$ cat src/rtl/sram_arbiter_pkg.sv
// ============================================================================
// Module      : sram_arbiter_pkg
// Description : Shared FSM state encoding and requester ids for the SRAM arbiter.
// Revision    : 1.0 - initial release
// ============================================================================
`default_nettype none

package sram_arbiter_pkg;

    typedef enum logic [1:0] {
        ST_IDLE   = 2'd0,
        ST_ACCESS = 2'd1,
        ST_DONE   = 2'd2
    } state_t;

    localparam logic REQ_IFU = 1'b0;
    localparam logic REQ_LSU = 1'b1;

endpackage

`default_nettype wire

$ cat src/rtl/sram_arbiter_if.sv
// ============================================================================
// Module      : sram_arbiter_if
// Description : Requester handshakes (IFU, LSU) and BaseRAM pins of the arbiter.
// Revision    : 1.0 - initial release
// ============================================================================
`default_nettype none

interface sram_arbiter_if;
    logic        ifu_req_i;
    logic [31:0] ifu_addr_i;
    logic [31:0] ifu_wdata_i;
    logic [3:0]  ifu_be_n_i;
    logic        ifu_re_n_i;
    logic        ifu_we_n_i;
    logic        ifu_resp_o;
    logic [31:0] ifu_rdata_o;

    logic        lsu_req_i;
    logic [31:0] lsu_addr_i;
    logic [31:0] lsu_wdata_i;
    logic [3:0]  lsu_be_n_i;
    logic        lsu_re_n_i;
    logic        lsu_we_n_i;
    logic        lsu_resp_o;
    logic [31:0] lsu_rdata_o;

    logic [19:0] sram_addr_o;
    logic [31:0] sram_wdata_o;
    logic [31:0] sram_rdata_i;
    logic [3:0]  sram_be_n_o;
    logic        sram_ce_n_o;
    logic        sram_oe_n_o;
    logic        sram_we_n_o;
    logic        busy_o;

    modport slave (
        input  ifu_req_i, ifu_addr_i, ifu_wdata_i, ifu_be_n_i, ifu_re_n_i, ifu_we_n_i,
        output ifu_resp_o, ifu_rdata_o,
        input  lsu_req_i, lsu_addr_i, lsu_wdata_i, lsu_be_n_i, lsu_re_n_i, lsu_we_n_i,
        output lsu_resp_o, lsu_rdata_o,
        output sram_addr_o, sram_wdata_o, sram_be_n_o, sram_ce_n_o, sram_oe_n_o, sram_we_n_o,
        input  sram_rdata_i,
        output busy_o
    );

    modport master (
        output ifu_req_i, ifu_addr_i, ifu_wdata_i, ifu_be_n_i, ifu_re_n_i, ifu_we_n_i,
        input  ifu_resp_o, ifu_rdata_o,
        output lsu_req_i, lsu_addr_i, lsu_wdata_i, lsu_be_n_i, lsu_re_n_i, lsu_we_n_i,
        input  lsu_resp_o, lsu_rdata_o,
        input  sram_addr_o, sram_wdata_o, sram_be_n_o, sram_ce_n_o, sram_oe_n_o, sram_we_n_o,
        output sram_rdata_i,
        input  busy_o
    );
endinterface

`default_nettype wire

$ cat src/rtl/sram_arb_pick.sv
// ============================================================================
// Module      : sram_arb_pick
// Description : Combinational two-requester picker. Default: LSU priority with
//               forced IFU grant when starved. SRAM_ARB_RR_EN: round-robin.
// Revision    : 1.0 - initial release
// ============================================================================
`default_nettype none

module sram_arb_pick
    import sram_arbiter_pkg::*;
(
    input  logic ifu_req_i,
    input  logic lsu_req_i,
`ifdef SRAM_ARB_RR_EN
    input  logic last_grant_i,
`else
    input  logic starved_i,
`endif
    output logic grant_o
);

    always_comb begin
        grant_o = REQ_LSU;
        if (ifu_req_i && !lsu_req_i) begin
            grant_o = REQ_IFU;
        end else if (ifu_req_i && lsu_req_i) begin
`ifdef SRAM_ARB_RR_EN
            grant_o = (last_grant_i == REQ_LSU) ? REQ_IFU : REQ_LSU;
`else
            grant_o = starved_i ? REQ_IFU : REQ_LSU;
`endif
        end
    end

endmodule

`default_nettype wire

$ cat src/rtl/sram_arbiter.sv
// ============================================================================
// Module      : sram_arbiter
// Description : Shares one asynchronous SRAM between IFU and LSU with registered
//               multi-cycle pin timing. Option macro: SRAM_ARB_RR_EN.
// Revision    : 1.0 - initial release
// ============================================================================
`default_nettype none

module sram_arbiter
    import sram_arbiter_pkg::*;
#(
    parameter int WAIT_CYCLES  = 3,
    parameter int STARVE_LIMIT = 4
) (
    input  logic          clk,
    input  logic          rst,
    sram_arbiter_if.slave bus
);

    localparam int CW = (WAIT_CYCLES > 1) ? $clog2(WAIT_CYCLES) : 1;
    localparam int SW = $clog2(STARVE_LIMIT + 1);

    state_t      state_q, state_d;
    logic [CW-1:0] cnt_q, cnt_d;
    logic        grant_q, grant_d;
    logic [19:0] addr_q, addr_d;
    logic [31:0] wdata_q, wdata_d;
    logic [3:0]  be_n_q, be_n_d;
    logic        lat_we_n_q, lat_we_n_d;
    logic        ce_n_q, ce_n_d;
    logic        oe_n_q, oe_n_d;
    logic        we_n_q, we_n_d;
    logic        ifu_resp_q, ifu_resp_d;
    logic        lsu_resp_q, lsu_resp_d;
    logic [31:0] ifu_rdata_q, ifu_rdata_d;
    logic [31:0] lsu_rdata_q, lsu_rdata_d;

    logic        w_pick;
    logic        w_op_re_n;
    logic        w_op_we_n;
    logic        w_unused;

    assign w_unused = &{1'b0, bus.ifu_addr_i[31:22], bus.ifu_addr_i[1:0],
                        bus.lsu_addr_i[31:22], bus.lsu_addr_i[1:0]};

`ifdef SRAM_ARB_RR_EN
    // Nothing has been granted after reset, so LSU leads the first contention.
    logic rr_last_q, rr_last_d;

    sram_arb_pick u_pick (
        .ifu_req_i    (bus.ifu_req_i),
        .lsu_req_i    (bus.lsu_req_i),
        .last_grant_i (rr_last_q),
        .grant_o      (w_pick)
    );
`else
    logic [SW-1:0] starve_q, starve_d;

    sram_arb_pick u_pick (
        .ifu_req_i (bus.ifu_req_i),
        .lsu_req_i (bus.lsu_req_i),
        .starved_i (starve_q == SW'(STARVE_LIMIT)),
        .grant_o   (w_pick)
    );
`endif

    always_comb begin
        state_d     = state_q;
        cnt_d       = cnt_q;
        grant_d     = grant_q;
        addr_d      = addr_q;
        wdata_d     = wdata_q;
        be_n_d      = be_n_q;
        lat_we_n_d  = lat_we_n_q;
        ce_n_d      = ce_n_q;
        oe_n_d      = oe_n_q;
        we_n_d      = we_n_q;
        ifu_resp_d  = 1'b0;
        lsu_resp_d  = 1'b0;
        ifu_rdata_d = ifu_rdata_q;
        lsu_rdata_d = lsu_rdata_q;
        w_op_re_n   = 1'b1;
        w_op_we_n   = 1'b1;
`ifdef SRAM_ARB_RR_EN
        rr_last_d   = rr_last_q;
`else
        starve_d    = starve_q;
`endif

        case (state_q)
            ST_IDLE: begin
                if (bus.ifu_req_i || bus.lsu_req_i) begin
                    grant_d = w_pick;
                    if (w_pick == REQ_IFU) begin
                        addr_d    = bus.ifu_addr_i[21:2];
                        wdata_d   = bus.ifu_wdata_i;
                        be_n_d    = bus.ifu_be_n_i;
                        w_op_re_n = bus.ifu_re_n_i;
                        w_op_we_n = bus.ifu_we_n_i;
                    end else begin
                        addr_d    = bus.lsu_addr_i[21:2];
                        wdata_d   = bus.lsu_wdata_i;
                        be_n_d    = bus.lsu_be_n_i;
                        w_op_re_n = bus.lsu_re_n_i;
                        w_op_we_n = bus.lsu_we_n_i;
                    end
                    lat_we_n_d = w_op_we_n;
                    // A write never drives the output buffer, even if re_n is also low.
                    oe_n_d     = w_op_re_n | ~w_op_we_n;
                    ce_n_d     = 1'b0;
                    we_n_d     = 1'b1;
                    cnt_d      = '0;
                    state_d    = ST_ACCESS;
`ifdef SRAM_ARB_RR_EN
                    rr_last_d  = w_pick;
`else
                    if (w_pick == REQ_IFU) begin
                        starve_d = '0;
                    end else if (bus.ifu_req_i) begin
                        starve_d = starve_q + 1'b1;
                    end
`endif
                end
            end

            ST_ACCESS: begin
                if (cnt_q == CW'(WAIT_CYCLES - 1)) begin
                    ce_n_d  = 1'b1;
                    oe_n_d  = 1'b1;
                    we_n_d  = 1'b1;
                    state_d = ST_DONE;
                    if (grant_q == REQ_IFU) begin
                        ifu_resp_d  = 1'b1;
                        ifu_rdata_d = bus.sram_rdata_i;
                    end else begin
                        lsu_resp_d  = 1'b1;
                        lsu_rdata_d = bus.sram_rdata_i;
                    end
                end else begin
                    cnt_d = cnt_q + 1'b1;
                    // First and last access cycles keep we_n high for address setup/hold.
                    we_n_d = !(!lat_we_n_q && (int'(cnt_q) < WAIT_CYCLES - 2));
                end
            end

            ST_DONE: begin
                state_d = ST_IDLE;
            end

            default: begin
                state_d = ST_IDLE;
            end
        endcase
    end

    always_ff @(posedge clk) begin
        if (rst) begin
            state_q     <= ST_IDLE;
            cnt_q       <= '0;
            grant_q     <= REQ_LSU;
            addr_q      <= '0;
            wdata_q     <= '0;
            be_n_q      <= 4'hF;
            lat_we_n_q  <= 1'b1;
            ce_n_q      <= 1'b1;
            oe_n_q      <= 1'b1;
            we_n_q      <= 1'b1;
            ifu_resp_q  <= 1'b0;
            lsu_resp_q  <= 1'b0;
            ifu_rdata_q <= '0;
            lsu_rdata_q <= '0;
`ifdef SRAM_ARB_RR_EN
            rr_last_q   <= REQ_IFU;
`else
            starve_q    <= '0;
`endif
        end else begin
            state_q     <= state_d;
            cnt_q       <= cnt_d;
            grant_q     <= grant_d;
            addr_q      <= addr_d;
            wdata_q     <= wdata_d;
            be_n_q      <= be_n_d;
            lat_we_n_q  <= lat_we_n_d;
            ce_n_q      <= ce_n_d;
            oe_n_q      <= oe_n_d;
            we_n_q      <= we_n_d;
            ifu_resp_q  <= ifu_resp_d;
            lsu_resp_q  <= lsu_resp_d;
            ifu_rdata_q <= ifu_rdata_d;
            lsu_rdata_q <= lsu_rdata_d;
`ifdef SRAM_ARB_RR_EN
            rr_last_q   <= rr_last_d;
`else
            starve_q    <= starve_d;
`endif
        end
    end

    assign bus.sram_addr_o  = addr_q;
    assign bus.sram_wdata_o = wdata_q;
    assign bus.sram_be_n_o  = be_n_q;
    assign bus.sram_ce_n_o  = ce_n_q;
    assign bus.sram_oe_n_o  = oe_n_q;
    assign bus.sram_we_n_o  = we_n_q;
    assign bus.ifu_resp_o   = ifu_resp_q;
    assign bus.lsu_resp_o   = lsu_resp_q;
    assign bus.ifu_rdata_o  = ifu_rdata_q;
    assign bus.lsu_rdata_o  = lsu_rdata_q;
    assign bus.busy_o       = (state_q != ST_IDLE);

endmodule

`default_nettype wire

$ cat src/flat_wrapper.sv
// flat-port wrapper written by rule: the top's interface ports become plain ports
module sram_arbiter_flat import sram_arbiter_pkg::*;
#(
    parameter int WAIT_CYCLES  = 3,
    parameter int STARVE_LIMIT = 4
)
  (clk, rst, bus_ifu_req_i, bus_ifu_addr_i, bus_ifu_wdata_i, bus_ifu_be_n_i, bus_ifu_re_n_i, bus_ifu_we_n_i, bus_ifu_resp_o, bus_ifu_rdata_o, bus_lsu_req_i, bus_lsu_addr_i, bus_lsu_wdata_i, bus_lsu_be_n_i, bus_lsu_re_n_i, bus_lsu_we_n_i, bus_lsu_resp_o, bus_lsu_rdata_o, bus_sram_addr_o, bus_sram_wdata_o, bus_sram_be_n_o, bus_sram_ce_n_o, bus_sram_oe_n_o, bus_sram_we_n_o, bus_sram_rdata_i, bus_busy_o);
  sram_arbiter_if bus_i ();
  input  logic clk;
  input  logic rst;
  input wire logic [$bits(bus_i.ifu_req_i)-1:0] bus_ifu_req_i;
  input wire logic [$bits(bus_i.ifu_addr_i)-1:0] bus_ifu_addr_i;
  input wire logic [$bits(bus_i.ifu_wdata_i)-1:0] bus_ifu_wdata_i;
  input wire logic [$bits(bus_i.ifu_be_n_i)-1:0] bus_ifu_be_n_i;
  input wire logic [$bits(bus_i.ifu_re_n_i)-1:0] bus_ifu_re_n_i;
  input wire logic [$bits(bus_i.ifu_we_n_i)-1:0] bus_ifu_we_n_i;
  output wire logic [$bits(bus_i.ifu_resp_o)-1:0] bus_ifu_resp_o;
  output wire logic [$bits(bus_i.ifu_rdata_o)-1:0] bus_ifu_rdata_o;
  input wire logic [$bits(bus_i.lsu_req_i)-1:0] bus_lsu_req_i;
  input wire logic [$bits(bus_i.lsu_addr_i)-1:0] bus_lsu_addr_i;
  input wire logic [$bits(bus_i.lsu_wdata_i)-1:0] bus_lsu_wdata_i;
  input wire logic [$bits(bus_i.lsu_be_n_i)-1:0] bus_lsu_be_n_i;
  input wire logic [$bits(bus_i.lsu_re_n_i)-1:0] bus_lsu_re_n_i;
  input wire logic [$bits(bus_i.lsu_we_n_i)-1:0] bus_lsu_we_n_i;
  output wire logic [$bits(bus_i.lsu_resp_o)-1:0] bus_lsu_resp_o;
  output wire logic [$bits(bus_i.lsu_rdata_o)-1:0] bus_lsu_rdata_o;
  output wire logic [$bits(bus_i.sram_addr_o)-1:0] bus_sram_addr_o;
  output wire logic [$bits(bus_i.sram_wdata_o)-1:0] bus_sram_wdata_o;
  output wire logic [$bits(bus_i.sram_be_n_o)-1:0] bus_sram_be_n_o;
  output wire logic [$bits(bus_i.sram_ce_n_o)-1:0] bus_sram_ce_n_o;
  output wire logic [$bits(bus_i.sram_oe_n_o)-1:0] bus_sram_oe_n_o;
  output wire logic [$bits(bus_i.sram_we_n_o)-1:0] bus_sram_we_n_o;
  input wire logic [$bits(bus_i.sram_rdata_i)-1:0] bus_sram_rdata_i;
  output wire logic [$bits(bus_i.busy_o)-1:0] bus_busy_o;
  assign bus_i.ifu_req_i = bus_ifu_req_i;
  assign bus_i.ifu_addr_i = bus_ifu_addr_i;
  assign bus_i.ifu_wdata_i = bus_ifu_wdata_i;
  assign bus_i.ifu_be_n_i = bus_ifu_be_n_i;
  assign bus_i.ifu_re_n_i = bus_ifu_re_n_i;
  assign bus_i.ifu_we_n_i = bus_ifu_we_n_i;
  assign bus_ifu_resp_o = bus_i.ifu_resp_o;
  assign bus_ifu_rdata_o = bus_i.ifu_rdata_o;
  assign bus_i.lsu_req_i = bus_lsu_req_i;
  assign bus_i.lsu_addr_i = bus_lsu_addr_i;
  assign bus_i.lsu_wdata_i = bus_lsu_wdata_i;
  assign bus_i.lsu_be_n_i = bus_lsu_be_n_i;
  assign bus_i.lsu_re_n_i = bus_lsu_re_n_i;
  assign bus_i.lsu_we_n_i = bus_lsu_we_n_i;
  assign bus_lsu_resp_o = bus_i.lsu_resp_o;
  assign bus_lsu_rdata_o = bus_i.lsu_rdata_o;
  assign bus_sram_addr_o = bus_i.sram_addr_o;
  assign bus_sram_wdata_o = bus_i.sram_wdata_o;
  assign bus_sram_be_n_o = bus_i.sram_be_n_o;
  assign bus_sram_ce_n_o = bus_i.sram_ce_n_o;
  assign bus_sram_oe_n_o = bus_i.sram_oe_n_o;
  assign bus_sram_we_n_o = bus_i.sram_we_n_o;
  assign bus_i.sram_rdata_i = bus_sram_rdata_i;
  assign bus_busy_o = bus_i.busy_o;
  sram_arbiter #(.WAIT_CYCLES(WAIT_CYCLES), .STARVE_LIMIT(STARVE_LIMIT)) u_core (.clk(clk), .rst(rst), .bus(bus_i));
endmodule
$ cat config.mk
export PLATFORM = sky130hd
export DESIGN_NAME = sram_arbiter_flat
export DESIGN_NICKNAME = d
export VERILOG_FILES = /design/src/rtl/sram_arbiter_pkg.sv /design/src/rtl/sram_arbiter_if.sv /design/src/rtl/sram_arb_pick.sv /design/src/rtl/sram_arbiter.sv /design/src/flat_wrapper.sv
export SDC_FILE = /design/constraint.sdc
export NUM_CORES = 1
export LEC_CHECK = 0
export CAP_MARGIN = 0
export CELL_PAD_IN_SITES_DETAIL_PLACEMENT = 1
export CELL_PAD_IN_SITES_GLOBAL_PLACEMENT = 2
export CORE_MARGIN = 4
export CORE_UTILIZATION = 22
export CTS_CLUSTER_SIZE = 28
export DETAILED_ROUTE_END_ITERATION = 8
export GPL_TIMING_DRIVEN = 1
export PLACE_DENSITY_LB_ADDON = 0.1
export SLEW_MARGIN = 20
export SYNTH_ARGS = -nofsm -noshare
export SYNTH_HDL_FRONTEND = slang
export SYNTH_SLANG_ARGS = --single-unit
export TNS_END_PERCENT = 1
$ cat constraint.sdc
create_clock -name clk -period 2.2 [get_ports clk]
set_input_delay 0.33 -clock clk [delete_from_list [all_inputs] [get_ports clk]]
set_output_delay 0.33 -clock clk [all_outputs]
set_load 0.005 [all_outputs]
[Word level (Yosys, flattened, before mapping)]
Cells that the tools add are included.
Storage, ports and cells
  input bits: 176
  register bits after elaboration: 134
  memories kept: 0
  output and inout bits: 126
  latch bits: 0
  logic and storage cells: 79
  ROM bits: 0
  memory bits (writable): 0
Cells by class
  bitwise operators: 5
  shift operators: 0
  divide/modulo/power cells: 0
  reductions and logical operators: 19
  multipliers: 0
  add/sub/neg operators: 2
  muxes and demuxes: 30
  equality and inequality tests: 7
  magnitude comparators: 1
Operator list (number)
  $mux 32: 1
  $mux 20: 1
  $mux 1: 16
  $reduce_and 3->1: 5
  $mux 2: 4
  $pmux 2 s2: 2
  $mux 3: 2
  $pmux 1 s2: 3
  $reduce_and 2->1: 3
  $mux 4: 1
  $ne 2x1->1 const B: 2
  $ne 2x2->1 const B: 2
  $not 1->1: 4
  $reduce_bool 2->1: 2
  $add 3x1->3 const B: 1
  $eq 3x3->1 const B: 1
  $logic_and 1x1->1: 3
  $logic_not 1->1: 3
  $reduce_or 3->1: 1
  $add 2x1->2 const B: 1
  $eq 2x1->1 const B: 1
  $eq 2x2->1 const B: 1
  $logic_not 2->1: 1
  $lt 2x1->1 const B: 1
  2 further kinds: 2

[Logic depth before layout (Yosys ltp)]
Gate-level depths: netlist (run 1).
  word-level depth: 11
  gate-level depth with buffers: 8
  mapped depth without buffers: 5

[By module]
Synthesis (run 1) repeated with hierarchy kept, for this count alone.
Unflattened totals
  cells, all modules: 621
  area, all modules: 5720.5 um^2
Modules (own cells, without submodules)
  sram_arbiter: area an instance 5708.0 um^2, times used 1, cells each 619, sequential area each 2682.6 um^2
  sram_arb_pick: area an instance 12.5 um^2, times used 1, cells each 2, sequential area each 0.0 um^2

[Least setup slack after synthesis (run 1)]
Ideal clock, no wire load.
  kind: register to register
  from: reg u_core.starve_q[0]
  to: reg u_core.oe_n_q (netlist: u_core.bus.sram_oe_n_o)
  buffers on the path: 1
  arrival time: 1.399 ns
  required time: 2.078 ns
  path slack: 0.679 ns
  setup time: 0.122 ns
  cell stages (with the launch flop): 7
  period minus slack after synthesis: 1.521 ns
  path through: dfxtp_1 > inv_1 > ha_1 > a21boi_2 > clkbuf_1 > nor2_1 > o311a_1
On the way
  cells in the longest elaborated chain, start to end: 11
  elaborated cells between the ends (all ways): 14
Ends and longest elaborated chain
  start: declaration: line sram_arbiter.sv:57  | logic [SW-1:0] starve_q, starve_d;
  start signal: assignment: line sram_arbiter.sv:195  | starve_q <= starve_d;
  $eq 3x3->1 *: line sram_arbiter.sv:62  | .starved_i (starve_q == SW'(STARVE_LIMIT)),
  $mux 1 *: line sram_arb_pick.sv:30  | grant_o = starved_i ? REQ_IFU : REQ_LSU;
  $mux 1 *: line sram_arb_pick.sv:26  | end else if (ifu_req_i && lsu_req_i) begin
  $mux 1 *: line sram_arb_pick.sv:24  | if (ifu_req_i && !lsu_req_i) begin
  $mux 1: line sram_arbiter.sv:94  | if (w_pick == REQ_IFU) begin
  $mux 1: line sram_arbiter.sv:92  | if (bus.ifu_req_i || bus.lsu_req_i) begin
  $mux 1: line sram_arbiter.sv:90  | case (state_q)
  $not 1->1: line sram_arbiter.sv:109  | oe_n_d = w_op_re_n | ~w_op_we_n;
  $or 1x1->1 *: line sram_arbiter.sv:109
  $mux 1 *: line sram_arbiter.sv:92
  $pmux 1 s2 *: line sram_arbiter.sv:90
  end signal: assignment: line sram_arbiter.sv:186  | oe_n_q <= oe_n_d;
  end: declaration: line sram_arbiter.sv:31  | logic oe_n_q, oe_n_d;
Mark *: on every way between the ends. The rest lies on a longest branch, timed or not. The select of a mux whose other input is x is not followed.
A chain may end at the register's enable or synchronous reset.

[Final worst setup path (run 1)]
  from: reg u_core.state_q[1]
  to: out bus_busy_o
On the way
  cells in the longest elaborated chain, start to end: 1
Ends and longest elaborated chain
  start: declaration: line sram_arbiter.sv:23  | state_t state_q, state_d;
  start signal: assignment: line sram_arbiter.sv:178  | state_q <= state_d;
  $reduce_bool 2->1: line sram_arbiter.sv:210  | assign bus.busy_o = (state_q != ST_IDLE);
  end: declaration: line flat_wrapper.sv:34  | output wire logic [$bits(bus_i.busy_o)-1:0] bus_busy_o;
No other way between the ends.

==> reports/qor.csv, run 1 <==
metric;value;unit
status;finished, final reports clean;
Async SR Flop Fraction;0;
I/O pins;302;
core area;25300;um2
hold_sp;rst;
final WL;24.6;mm
Inserted Clock Buffers;17;
cell depth of the worst flop-to-flop path;4;
# diodes;0;
Vias/cell;4.85;
sequential fraction of the synthesis area;0.472;
fin. max-slew vios;0;
multi-input logic area;2620;um2
largest net degree at the start of global routing;67;
Hold/Removal Path Class;primary input to flop;
nets@finish;1120;
Max Clk Rate;486;MHz
Filler Cell Count;2936;
RSZ-0062 raised after global routing;no;
initial core utilization;0.224;
Routed Antenna Nets;0;
final period utilization;0.936;
post-synthesis cell type count;40;
Reg2Reg Launch Point;u_core.state_q[1]$_SDFFE_PP0P_;
pre-CTS setup slack;-0.0110;ns
WHS Path Cells;2;
maximum root-to-sink buffer count;2;
DRT Pass-1 Iters;4;
placed inst area;8750;um2
Leakage;3.14;nW
WHS Endpoint;u_core.starve_q[1]$_SDFFE_PP0P_;
pwr dens;704;nW/um2
area delta synth->final;64.1;%
Max Cap Viol;0;
die area;28500;um2
setup bufs post-CTS;0;
final setup margin;0.141;ns
Cells after DPL;1251;
Synth area leader;dfxtp_1;
Rows;58;
Post-Syn Instances;701;
worst slew pin tran;0.908;ns
dpl hpwl;16.9;mm
die width;169;um
Reg clk slew, reported paths;0.06;ns
share of layout cells above drive strength 1;0.0724;
Max H-tree Level;4;
r2r endpoint;u_core.bus.sram_oe_n_o$_SDFFE_PP1P_;
Hold Buf Count CTS;0;
Worst-Skew Late Latency;0.42;ns
Congestion Overflow GR;0;
Synth top area share;0.472;
prevailing post-synth register cell;dfxtp_1;
final total power;6.56;mW
flop-to-flop setup slack;0.16;ns
Final GP Congestion;0.779;
post-CTS sizing;0;
syn_nets;881;
TritonCTS clock tree;yes;
initial antenna violation count;1;
Port Buf Inserts;277;
Synth area leaders;dfxtp_1, a21oi_1, nand2_1, a311oi_1, nand3_1;
clk_skew;0.0170;ns
Worst EP required;1.87;ns
number of flops mapped to enable cells by yosys;0;
Mean Syn Cell Area;8.11;um2
first-pass GRT wire length;38.4;mm
CTS Sinks;134;
All-Layer GR Usage;0.169;
vias in the first global route;6554;
Finished Layout Cells;1283;
Crit. End Element;output port;
DIE HEIGHT;169;um
Post-Syn Area;5680;um2
Seq cells post-synth;134;
Critical Setup Path Class;flop to output port;
CTS Root Cell;clkbuf_16;
CP Launch Type;flop;
Final Hold Viols;0;
Via Count;6217;
DRC viols;0;
# setup viols final;0;
Worst EP arrival;1.73;ns
initial drt markers;268;
final instance area;9320;um2
Final Critical Period;2.06;ns
Rel. slew slack;0.393;
drt wl/cell;19.2;um
maximum fanout along the worst path;11;
FF/Latch Area;2680;um2
Peak VDD IR;0.287;mV
Yosys Warn Count;0;
[stage by stage]
stage	util	setup TNS [ns]	hold slack, ns
final	0.368	0	0.384
after CTS	0.368	0	0.394
after global placement	0.345	0	0.441
after detailed placement	0.345	-0.0250	0.449
after floorplan	-	0	0.449
after global routing	0.368	0	0.413
[per-layer routing]
metal	vias to the layer above	share of wire	routed length (um)	GRT usage
met1	3017	0.42	10300	0.206
met3	25	0.071	1750	0.0521
met4	2	0.014	337	0.0455
met2	180	0.50	12200	0.288
li1	2993	-	-	-
met5	-	0.00053	13	0
[cells in the mapped netlist (all sizes together) (6+ instances only)]
cell type	number
nand2	133
inv	6
nor2	20
nand3	52
nand4	7
buf	43
o311a	6
a21oi	122
a311oi	52
o21ai	52
clkbuf	37
dfxtp	134
[layout make-up]
class | count | area share
inverter | 6 | 0.00242
sequential | 134 | 0.288
multi-input combinational | 481 | 0.281
clock inverter | 13 | 0.0130
timing repair buffer | 300 | 0.323
clock buffer | 19 | 0.0486
tap | 330 | 0.0443
[power by group]
group	internal [mW]	switching (mW)
logic	0.622	0.503
clock network	1.63	1.18
registers	2.56	0.0785
[cell families (layout without fill, tap and decap cells)]
kind of cell | after synthesis | after routing | synth area share
adder cells (fa/ha/maj) | 4 | 4 | 0.00881
AND/OR/NAND/NOR | 229 | 229 | 0.180
AO/OA/AOI/OAI | 248 | 248 | 0.268
buffers and inverters | 86 | 338 | 0.0705
flip-flops | 134 | 134 | 0.472
[worst max-delay path, stage by stage, from the launching register on]
cell	delay, ns
dfxtp_1	0.54
nor2_4	0.07
inv_2	0.12
clkdlybuf4s50_1	0.59
[sequential cells by signal, indices dropped and copies added (netlist names)]
| signal | count |
|---|---|
| u_core.bus.sram_wdata_o | 32 |
| u_core.bus.sram_oe_n_o | 1 |
| u_core.bus.ifu_resp_o | 1 |
| u_core.bus.lsu_resp_o | 1 |
| u_core.bus.ifu_rdata_o | 32 |
| u_core.starve_q | 3 |
| u_core.bus.lsu_rdata_o | 32 |
| u_core.bus.sram_ce_n_o | 1 |
| u_core.lat_we_n_q | 1 |
| u_core.state_q | 2 |
| u_core.grant_q | 1 |
| u_core.bus.sram_we_n_o | 1 |
| u_core.bus.sram_addr_o | 20 |
| u_core.cnt_q | 2 |
| u_core.bus.sram_be_n_o | 4 |
[worst max path at each step]
stage	from	slack [ns]	endpoint
after floorplan	u_core.starve_q[0]$_SDFFE_PP0P_	0.68	u_core.bus.sram_oe_n_o$_SDFFE_PP1P_
after global placement	bus_lsu_req_i	0.05	u_core.bus.sram_addr_o[8]$_SDFFE_PP0P_
after detailed placement	bus_lsu_req_i	-0.01	u_core.bus.sram_wdata_o[4]$_SDFFE_PP0P_
after CTS	u_core.state_q[1]$_SDFFE_PP0P_	0.11	bus_busy_o
after global routing	u_core.state_q[1]$_SDFFE_PP0P_	0.04	bus_busy_o
final	u_core.state_q[1]$_SDFFE_PP0P_	0.14	bus_busy_o
[cells in the final DEF, fill, tap and decap left out, drive strengths merged, types with 5 or more instances in the layout]
| cell | n |
|---|---|
| o311a | 6 |
| inv | 9 |
| o21ai | 52 |
| nand2 | 133 |
| dfxtp | 134 |
| a311oi | 52 |
| clkinvlp | 5 |
| clkbuf | 19 |
| nand3 | 52 |
| clkdlybuf4s50 | 275 |
| o2111ai | 5 |
| a21oi | 122 |
| buf | 25 |
| nand4 | 7 |
| nor2 | 20 |
(Power assumes the default switching activity.)
==> run 2: changes to the inputs <==
--- a/config.mk
+++ b/config.mk
@@ -9,7 +9,7 @@
 export CELL_PAD_IN_SITES_DETAIL_PLACEMENT = 1
 export CELL_PAD_IN_SITES_GLOBAL_PLACEMENT = 2
 export CORE_MARGIN = 4
-export CORE_UTILIZATION = 22
+export CORE_UTILIZATION = 21
 export CTS_CLUSTER_SIZE = 28
 export DETAILED_ROUTE_END_ITERATION = 8
 export GPL_TIMING_DRIVEN = 1
==> constraint.sdc (replaced) <==
create_clock -name clk -period 2.1 [get_ports clk]
set_input_delay 0.315 -clock clk [delete_from_list [all_inputs] [get_ports clk]]
set_output_delay 0.315 -clock clk [all_outputs]
set_load 0.005 [all_outputs]
==> run 2 against run 1 <==
Critical path depth is the same. Total power increased by 6.6%. Combinational power increased by 6%. Routed wire length grew 0.56%. Worst hold slack got worse by 0.084 ns. Clock power is 8.6% higher. Final area grew 0.62%. Global-route usage decreased by 0.85 points. Clock-buffer cell count decreased by 2. Largest cell class unchanged. Largest power group unchanged.
==> reports/qor.csv, run 2 (synthesized netlist as in run 1, its figures left out) <==
metric;value;unit
Rel. slew slack;0.659;
share of layout cells above drive strength 1;0.0714;
RSZ-0062 raised after global routing;no;
Rows;59;
# setup viols final;0;
largest net degree at the start of global routing;67;
Via Count;6289;
WHS Path Cells;3;
DRC viols;0;
Peak VDD IR;0.467;mV
I/O pins;302;
critical path depth in cells;3;
DRT Pass-1 Iters;5;
All-Layer GR Usage;0.160;
Worst-Skew Late Latency;0.41;ns
nets@finish;1120;
Vias/cell;4.89;
Critical Setup Path Class;flop to output port;
Worst EP arrival;1.63;ns
DIE HEIGHT;172;um
maximum fanout along the worst path;11;
Routed Antenna Nets;0;
area delta synth->final;65.1;%
final period utilization;0.924;
Port Buf Inserts;277;
worst slew pin tran;0.510;ns
CP Launch Type;flop;
Hold/Removal Path Class;primary input to flop;
pwr dens;746;nW/um2
maximum root-to-sink buffer count;2;
most common cell after layout, fill and taps aside;clkdlybuf4s50_1;
Max Cap Viol;0;
r2r endpoint;u_core.bus.sram_wdata_o[9]$_SDFFE_PP0P_;
WHS Endpoint;u_core.starve_q[1]$_SDFFE_PP0P_;
Max Clk Rate;515;MHz
Final Hold Viols;0;
Min Hold Slack;0.300;ns
status;finished, final reports clean;
initial core utilization;0.216;
Final Critical Period;1.94;ns
core area;26400;um2
Max H-tree Level;4;
TritonCTS clock tree;yes;
cell chain of the critical path;nor2_4 -> inv_2 -> clkdlybuf4s50_1;
final instance area;9380;um2
Congestion Overflow GR;0;
post-layout util;0.356;
Worst EP required;1.78;ns
fin. max-slew vios;0;
vias in the first global route;6659;
final WL;24.8;mm
setup bufs post-CTS;0;
die width;172;um
flop-to-flop setup slack;0.45;ns
placed inst area;8790;um2
Critical-path top delay cell;clkdlybuf4s50_1;
clk_skew;0.00951;ns
dpl hpwl;17.0;mm
Crit. End Element;output port;
final total power;6.99;mW
commonest non-fill, non-tap cells in the layout;clkdlybuf4s50_1, nand2_1, dfxtp_1;
first-pass GRT wire length;37.6;mm
hold_sp;bus_ifu_req_i;
CTS Sinks;134;
# diodes;0;
Inserted Clock Buffers;17;
die area;29800;um2
Leakage;3.16;nW
Reg clk slew, reported paths;0.06;ns
setup total negative slack;0;ns
Final GP Congestion;0.741;
Reg2Reg Launch Point;u_core.starve_q[0]$_SDFFE_PP0P_;
CTS Root Cell;clkbuf_16;
drt wl/cell;19.2;um
worst stage delay on the critical path;0.59;ns
delay-heaviest family, CP;buffers and inverters;
Hold Buf Count CTS;0;
initial drt markers;238;
Buf+Inv Stages, Crit Path;2;
cell depth of the worst flop-to-flop path;6;
initial antenna violation count;2;
[run 2: how the worst max path moves through the flow]
stage | startpoint | end | slack (ns)
final | u_core.state_q[0]$_SDFFE_PP0P_ | bus_busy_o | 0.16
after global routing | u_core.state_q[0]$_SDFFE_PP0P_ | bus_busy_o | 0.08
after CTS | u_core.state_q[0]$_SDFFE_PP0P_ | bus_busy_o | 0.11
after detailed placement | bus_lsu_req_i | u_core.bus.sram_addr_o[11]$_SDFFE_PP0P_ | 0.08
after global placement | bus_lsu_req_i | u_core.bus.sram_addr_o[0]$_SDFFE_PP0P_ | 0.11
after floorplan | u_core.starve_q[0]$_SDFFE_PP0P_ | u_core.bus.sram_oe_n_o$_SDFFE_PP1P_ | 0.58
[run 2: cell type report]
class	count	area (um2)
sequential	134	2680
fill	3021	17000
clock inverter	14	166
inverter	6	22.5
multi-input combinational	481	2610
timing repair buffer	300	3050
clock buffer	17	425
tap	335	419
[run 2: layer usage]
| metal | vias to the layer above | global-route usage | share of wire |
|---|---|---|---|
| met2 | 219 | 0.272 | 0.48 |
| met4 | 4 | 0.0437 | 0.014 |
| met5 | - | 0 | 0.00065 |
| met1 | 3056 | 0.191 | 0.42 |
| li1 | 2990 | - | - |
| met3 | 20 | 0.0597 | 0.087 |
[run 2: power by group]
part / total [mW] / switching (mW) / internal (mW)
registers: 2.77 / 0.0862 / 2.68
logic: 1.19 / 0.525 / 0.660
clock network: 3.04 / 1.26 / 1.78
total: 6.99 / 1.87 / 5.12
[run 2: tightest hold or removal path, stage by stage]
cell and delay [ns]:
buf_2 0.18, nand4_1 0.11, a21oi_1 0.06
[run 2: repair_timing]
| item | 4_1_cts | 5_1_grt |
|---|---|---|
| setup endpoints to repair | 1 | 0 |
| gates resized for setup | 1 | 0 |
| endpoints found under the hold margin | 0 | 0 |
[run 2: through the flow]
step	setup slack (ns)	instances
after floorplan	0.579	701
after global placement	0.115	1256
after detailed placement	0.0765	1256
after CTS	0.110	1287
after global routing	0.0773	1287
final	0.159	1287
